## config.mk

```make
export PLATFORM = sky130hd
export DESIGN_NAME = run_ctrl
export DESIGN_NICKNAME = d
export VERILOG_FILES = /design/src/rtl/run_ctrl.sv
export SDC_FILE = /design/constraint.sdc
export NUM_CORES = 1
export LEC_CHECK = 0
export ABC_AREA = 1
export CORE_MARGIN = 5
export CORE_UTILIZATION = 52
export CTS_CLUSTER_DIAMETER = 80
export DETAILED_ROUTE_END_ITERATION = 10
export PLACE_DENSITY = 0.85
export SYNTH_ARGS = -nofsm -noshare
export SYNTH_HDL_FRONTEND = slang
export SYNTH_SLANG_ARGS = --single-unit
```

## constraint.sdc

```tcl
create_clock -name clk -period 5.1 [get_ports clk]
set_clock_uncertainty 0.2 [all_clocks]
set_input_delay 0.765 -clock clk [delete_from_list [all_inputs] [get_ports clk]]
set_output_delay 0.765 -clock clk [all_outputs]
set_load 0.005 [all_outputs]
```

## src/rtl/run_ctrl.sv

```systemverilog
// run_ctrl: run-level sequencer between the test harness and prog_counter/core.
// Accepts a four-phase req/ack start request, loads the selected program's base
// address into the PC, enables the core until halt or watchdog expiry, counts
// RUN cycles and reports done with timeout/err status until req is released.
module run_ctrl #(
  parameter int unsigned        PC_W    = 9,
  parameter int unsigned        CNT_W   = 16,
  parameter logic [CNT_W-1:0]   MAX_CYC = 16'hFFFF,
  parameter logic [PC_W-1:0]    BASE0   = 9'd0,
  parameter logic [PC_W-1:0]    BASE1   = 9'd128,
  parameter logic [PC_W-1:0]    BASE2   = 9'd256
) (
  input  logic             clk,
  input  logic             reset,
  input  logic             req,
  input  logic [1:0]       prog_sel,
  input  logic             halt,
  output logic             ack,
  output logic             pc_start,
  output logic [PC_W-1:0]  pc_start_addr,
  output logic             core_en,
  output logic             busy,
  output logic             done,
  output logic             timeout,
  output logic             err,
  output logic [CNT_W-1:0] cycle_count
);

  typedef enum logic [1:0] {
    IDLE = 2'd0,
    LOAD = 2'd1,
    RUN  = 2'd2,
    DONE = 2'd3
  } state_t;

  // Count value at which the final permitted RUN cycle is executing.
  localparam logic [CNT_W-1:0] WDOG_LAST = MAX_CYC - 1'b1;
  localparam logic [CNT_W-1:0] CNT_SAT   = '1;

  state_t             state_q;
  logic               ack_q;
  logic               pc_start_q;
  logic [PC_W-1:0]    pc_start_addr_q;
  logic [PC_W-1:0]    base_d;
  logic               timeout_q;
  logic               err_q;
  logic [CNT_W-1:0]   cycle_count_q;

  // Start address for the currently requested program.
  always_comb begin
    base_d = BASE0;
    case (prog_sel)
      2'd0:    base_d = BASE0;
      2'd1:    base_d = BASE1;
      2'd2:    base_d = BASE2;
      default: base_d = BASE0;
    endcase
  end

  // Run sequencer: state, one-cycle handshake pulses and run status registers.
  always_ff @(posedge clk) begin
    if (reset) begin
      state_q         <= IDLE;
      ack_q           <= 1'b0;
      pc_start_q      <= 1'b0;
      pc_start_addr_q <= '0;
      timeout_q       <= 1'b0;
      err_q           <= 1'b0;
      cycle_count_q   <= '0;
    end else begin
      ack_q      <= 1'b0;
      pc_start_q <= 1'b0;
      case (state_q)
        IDLE: begin
          if (req) begin
            ack_q <= 1'b1;
            if (prog_sel == 2'd3) begin
              // Illegal program: report straight away, PC and counters untouched.
              err_q   <= 1'b1;
              state_q <= DONE;
            end else begin
              pc_start_q      <= 1'b1;
              pc_start_addr_q <= base_d;
              cycle_count_q   <= '0;
              timeout_q       <= 1'b0;
              err_q           <= 1'b0;
              state_q         <= LOAD;
            end
          end
        end
        LOAD: begin
          state_q <= RUN;
        end
        RUN: begin
          if (cycle_count_q != CNT_SAT) begin
            cycle_count_q <= cycle_count_q + 1'b1;
          end
          // Halt takes priority over a watchdog expiry in the same cycle.
          if (halt) begin
            state_q <= DONE;
          end else if (cycle_count_q == WDOG_LAST) begin
            timeout_q <= 1'b1;
            state_q   <= DONE;
          end
        end
        DONE: begin
          if (!req) begin
            state_q <= IDLE;
          end
        end
        default: begin
          state_q <= IDLE;
        end
      endcase
    end
  end

  assign ack           = ack_q;
  assign pc_start      = pc_start_q;
  assign pc_start_addr = pc_start_addr_q;
  assign core_en       = (state_q == RUN);
  assign busy          = (state_q != IDLE);
  assign done          = (state_q == DONE);
  assign timeout       = timeout_q;
  assign err           = err_q;
  assign cycle_count   = cycle_count_q;

endmodule

```

# ---- Word-level counts from Yosys, hierarchy flattened
# Index checks and enable logic that the tools add are counted.
dict set report totals {
  reg_bits 31
  in_bits 6
  out_inout_bits 32
  word_cells 55
}
dict set report classes {
  n_addsub 1
  n_eq_ne 15
  muxes 19
  n_bitwise 3
  n_reduce_logical 10
}
# op n
set ops {}
lappend ops {{$mux W16} 3}
lappend ops {{$pmux W16 S2} 1}
lappend ops {{$pmux W9 S2} 1}
lappend ops {{$add A16 B1 Y16 const B} 1}
lappend ops {{$eq A16 B16 Y1 const B} 1}
lappend ops {{$ne A16 B16 Y1 const B} 1}
lappend ops {{$mux W2} 5}
lappend ops {{$eq A2 B2 Y1 const B} 4}
lappend ops {{$ne A2 B2 Y1 const B} 4}
lappend ops {{$pmux W2 S4} 1}
lappend ops {{$mux W1} 7}
lappend ops {{$reduce_and A3 Y1} 2}
lappend ops {{$reduce_and A5 Y1} 1}
lappend ops {{$eq A2 B1 Y1 const B} 2}
lappend ops {{$ne A2 B1 Y1 const B} 2}
lappend ops {{$reduce_and A4 Y1} 1}
lappend ops {{$reduce_bool A2 Y1} 2}
lappend ops {{$ne A3 B2 Y1 const B} 1}
lappend ops {{$not A1 Y1} 3}
lappend ops {{$reduce_or A3 Y1} 1}
lappend ops {{$logic_not A2 Y1} 1}
lappend ops {{$pmux W1 S2} 1}
lappend ops {{$reduce_and A2 Y1} 1}
lappend ops {{$reduce_or A2 Y1} 1}

# ---- Longest topological paths before layout
dict set report logic_depth {
  depth_word 4
  ltp_mapped 10
  ltp_nobuf 10
}

# ---- Worst setup path before layout
# No wires, ideal clock.
dict set report synth_path {
  path_type {in2reg}
  from {input reset}
  to {register cycle_count_q[13], in the netlist cycle_count[13]}
  setup_time_ns 0.122
  t_arrival_ns 1.604
  required_time_ns 4.778
  path_slack_ns 3.173
  stages 6
  n_path_buf 1
  path_cell_list {clkbuf_1 -> clkinv_1 -> nand2_1 -> inv_2 -> nand2_1 -> o21ai_0}
}
# element line
set synth_rtl {}
lappend synth_rtl {{start: declaration} 14} ;# input logic reset,
lappend synth_rtl {{end signal: assignment} 96} ;# cycle_count_q <= cycle_count_q + 1'b1;
lappend synth_rtl {{end: declaration} 47} ;# logic [CNT_W-1:0] cycle_count_q;

# ---- Worst setup path in the final report
dict set report layout_path {
  from {register state_q[0]}
  to {output core_en}
}
dict set report layout_via {
  elab_chain_cells 1
}
# element line
set layout_rtl {}
lappend layout_rtl {{start: declaration} 40} ;# state_t state_q;
lappend layout_rtl {{start signal: assignment} 63} ;# state_q <= IDLE;
lappend layout_rtl {{start signal: assignment} 80} ;# state_q <= DONE;
lappend layout_rtl {{start signal: assignment} 87} ;# state_q <= LOAD;
lappend layout_rtl {{$eq A2 B2 Y1} 121} ;# assign core_en = (state_q == RUN);
lappend layout_rtl {{end: declaration} 21} ;# output logic core_en,
# Every way passes these cells.

==> impl_metrics.csv <==
group,metric,value,unit
global_route,grt_pass1_wl,5690,um
setup_path,regToRegStartpoint,"state_q[0]",
global_route,antenna_found_initial,0,
min_path,hp-start,"pc_start_addr[7]",
timing,hold_slack,0.288,ns
drt,vias,1449,
placement,pre_cts_slack,2.51,ns
placement,port_buffers,30,
min_path,holdPathStages,2,
synth,syn-cell-area,1460,um^2
global_route,grt_start_max_net_pins,14,
setup_path,cpLargestDelayFamily,"buffers and inverters",
clock_tree,cts_sinks,24,
setup_path,crit_arrival,1.68,ns
synth,synth_area_leaders,"dfxtp_1, nand2_1, nor2_1, inv_1, ha_1",
setup_path,crit_buf_inv,2,
drt,via_per_inst,5.07,
drt,drc,0,
timing,rsz0062_at_grt,"no",
clock_tree,clk_path_buf_depth,2,
setup_path,cp_slowest_cell,"clkdlybuf4s50_1",
timing,setup_tns,0,ns
synth,synth_edf_count,0,
timing,final-max-slew-violation-count,0,
drt,firstDrtPassIters,4,
synth,ys_seq_area_share,32.9,%
final_layout,drive_gt1_share,6.67,%
synth,synth.avg_cell_area,6.51,um^2
placement,gp_congestion,0.858,
synth,synth_top_area_share,32.9,%
power_and_ir_drop,powerDensity,308,nW/um^2
placement,dp_hpwl,2610,um
global_route,grt_pass1_vias,1342,
clock_tree,post_cts_resized,0,
setup_path,critPathMaxStageDelay,0.56,ns
timing,fin_crit,2.64,ns
synth,ys_dominant_reg_cell,"dfxtp_1",
floorplan,start_util,53.4,%
setup_path,critPathKind,"flip-flop to output port",
final_layout,syn2layout_area_growth,22.6,%
min_path,worstHoldEndpoint,"pc_start_addr[7]",
setup_path,end_kind,"output port",
floorplan,dieHeight,63.0,um
drt,drt_wl_total,3370,um
setup_path,required,4.14,ns
drt,routedWlPerCell,11.8,um
final_layout,nNetsFinal,268,
setup_path,r2r_slack,2.92,ns
floorplan,ios,38,
min_path,hp-class,"flip-flop to flip-flop",
timing,hold_violations,0,
floorplan,die_w,63.0,um
synth,yosys_warnings,0,
global_route,gr-total-overflow,0,
global_route,grt.total_usage,16.8,%
floorplan,dieArea,3960,um^2
timing,fmax,378,MHz
synth,synth_top_cell_by_area,"dfxtp_1",
timing,setup_slack,2.46,ns
setup_path,rr_endpoint,"cycle_count[12]",
setup_path,crit_chain,"inv_1, ha_1, clkdlybuf4s50_1",
drt,ant_nets,0,
clock_tree,htree_levels,1,
clock_tree,cts_buffers,3,
run,max_cap_viol_count,0,
synth,synthArstFlopShare,0,%
status,status,"finished, final reports clean",
setup_path,critPathLaunchType,"flip-flop",
floorplan,core_area,2730,um^2
drt,first_iter_violations,82,
synth,syn_inst,224,
setup_path,crit_fanout,7,
timing,fin_crit_sh,51.8,%
synth,ys_types,27,
setup_path,reg2reg_depth,10,
clock_tree,cts.clk_slew.worst_paths,0.13,ns
clock_tree,insertion_delay,0.31,ns
final_layout,n_antenna_cell,0,
clock_tree,cts_tree,"done",
clock_tree,cts_hold_buf,0,
timing,setup_viol,0,
power_and_ir_drop,power_leakage,0.732,nW
floorplan,row_count,19,
clock_tree,cts_root_buf,"clkbuf_4",
synth,ys_seq_elements,24,
clock_tree,cts_setup_buffers,0,
power_and_ir_drop,peakVddDrop,0.264,mV
[worst max-delay path by stage]
| stage | startpoint | endpoint | cells past startpoint |
|---|---|---|---|
| detailed placement | req | cycle_count[12] | 9 |
| global placement | req | cycle_count[13] | 9 |
| floorplan | reset | cycle_count[13] | 6 |
| global route | state_q[0] | core_en | 3 |
| CTS | state_q[0] | core_en | 3 |
| finish | state_q[0] | core_en | 3 |
[flip-flops by register name, summed over array words and instances, names as in the netlist]
signal	flops
cycle_count	16
pc_start	1
err	1
pc_start_addr	2
ack	1
timeout	1
state_q	2
[metrics by stage]
step | cell area, um^2 | total power [mW] | instances | util (%)
floorplan | 1480 | 0.386 | 230 | -
global placement | 1750 | 0.449 | 282 | 64.1
detailed placement | 1750 | 0.455 | 282 | 64.1
CTS | 1790 | 0.553 | 286 | 65.4
global route | 1790 | 0.594 | 286 | 65.4
finish | 1790 | 0.552 | 286 | 65.4
[layout by cell type, fill, tap and decap left out, drive strengths merged]
cell / synthesis / layout
inv: 24 / 24
nand3b: 3 / 3
nor3b: 1 / 1
dfxtp: 24 / 24
clkbuf: 1 / 4
ha: 6 / 6
xnor2: 1 / 1
nand4: 3 / 3
o21bai: 3 / 3
o21ai: 10 / 10
clkinv: 1 / 1
nand3: 16 / 16
conb: 1 / 7
a21oi: 13 / 13
xor2: 3 / 3
nor2: 38 / 38
nand2: 67 / 67
nor3: 1 / 1
clkdlybuf4s50: 0 / 30
[layer usage]
metal	track usage, %	vias up	part of all wire [%]
li1	-	757	-
met1	20.9	650	46
met2	28.8	35	48
met3	3.06	7	4.8
met4	5.57	0	1.6
met5	0	-	0
[final cells by class]
| type | instances | area (um^2) |
|---|---|---|
| fillers | 248 | 945 |
| multi-input cells | 172 | 840 |
| flip-flops and latches | 24 | 480 |
| repair buffers | 30 | 300 |
| inverters | 25 | 93.8 |
| well taps | 31 | 38.8 |
| clock buffers | 4 | 36.3 |
[logic make-up after synthesis]
logic type / share of synthesized area, %
and+or+nand+nor: 37.7
buffers and inverters: 11.1
AOI/OAI and AO/OA: 10.5
DFF: 32.9
adders and majority gates: 5.15
xor gates and xnor gates: 2.40
other: 0.257
[tightest hold or removal path, stage by stage (launching register included)]
cell	delay, ns
dfxtp_1	0.34
nand3_1	0.07
nand2_1	0.04
[power by group]
part | switching (mW) | internal, mW | total (mW)
Combinational | 0.141 | 0.0957 | 0.237
Clock | 0.0561 | 0.0436 | 0.0998
Sequential | 0.0119 | 0.204 | 0.215
[cell usage after synthesis, drive strengths merged, types with 3 or more instances]
cell type  count
nand2         67
nor2          38
dfxtp         24
inv           24
nand3         16
a21oi         13
o21ai         10
buf            8
ha             6
nand3b         3
nand4          3
o21bai         3
xor2           3
Note: power is estimated with default switching activity, not from simulation.
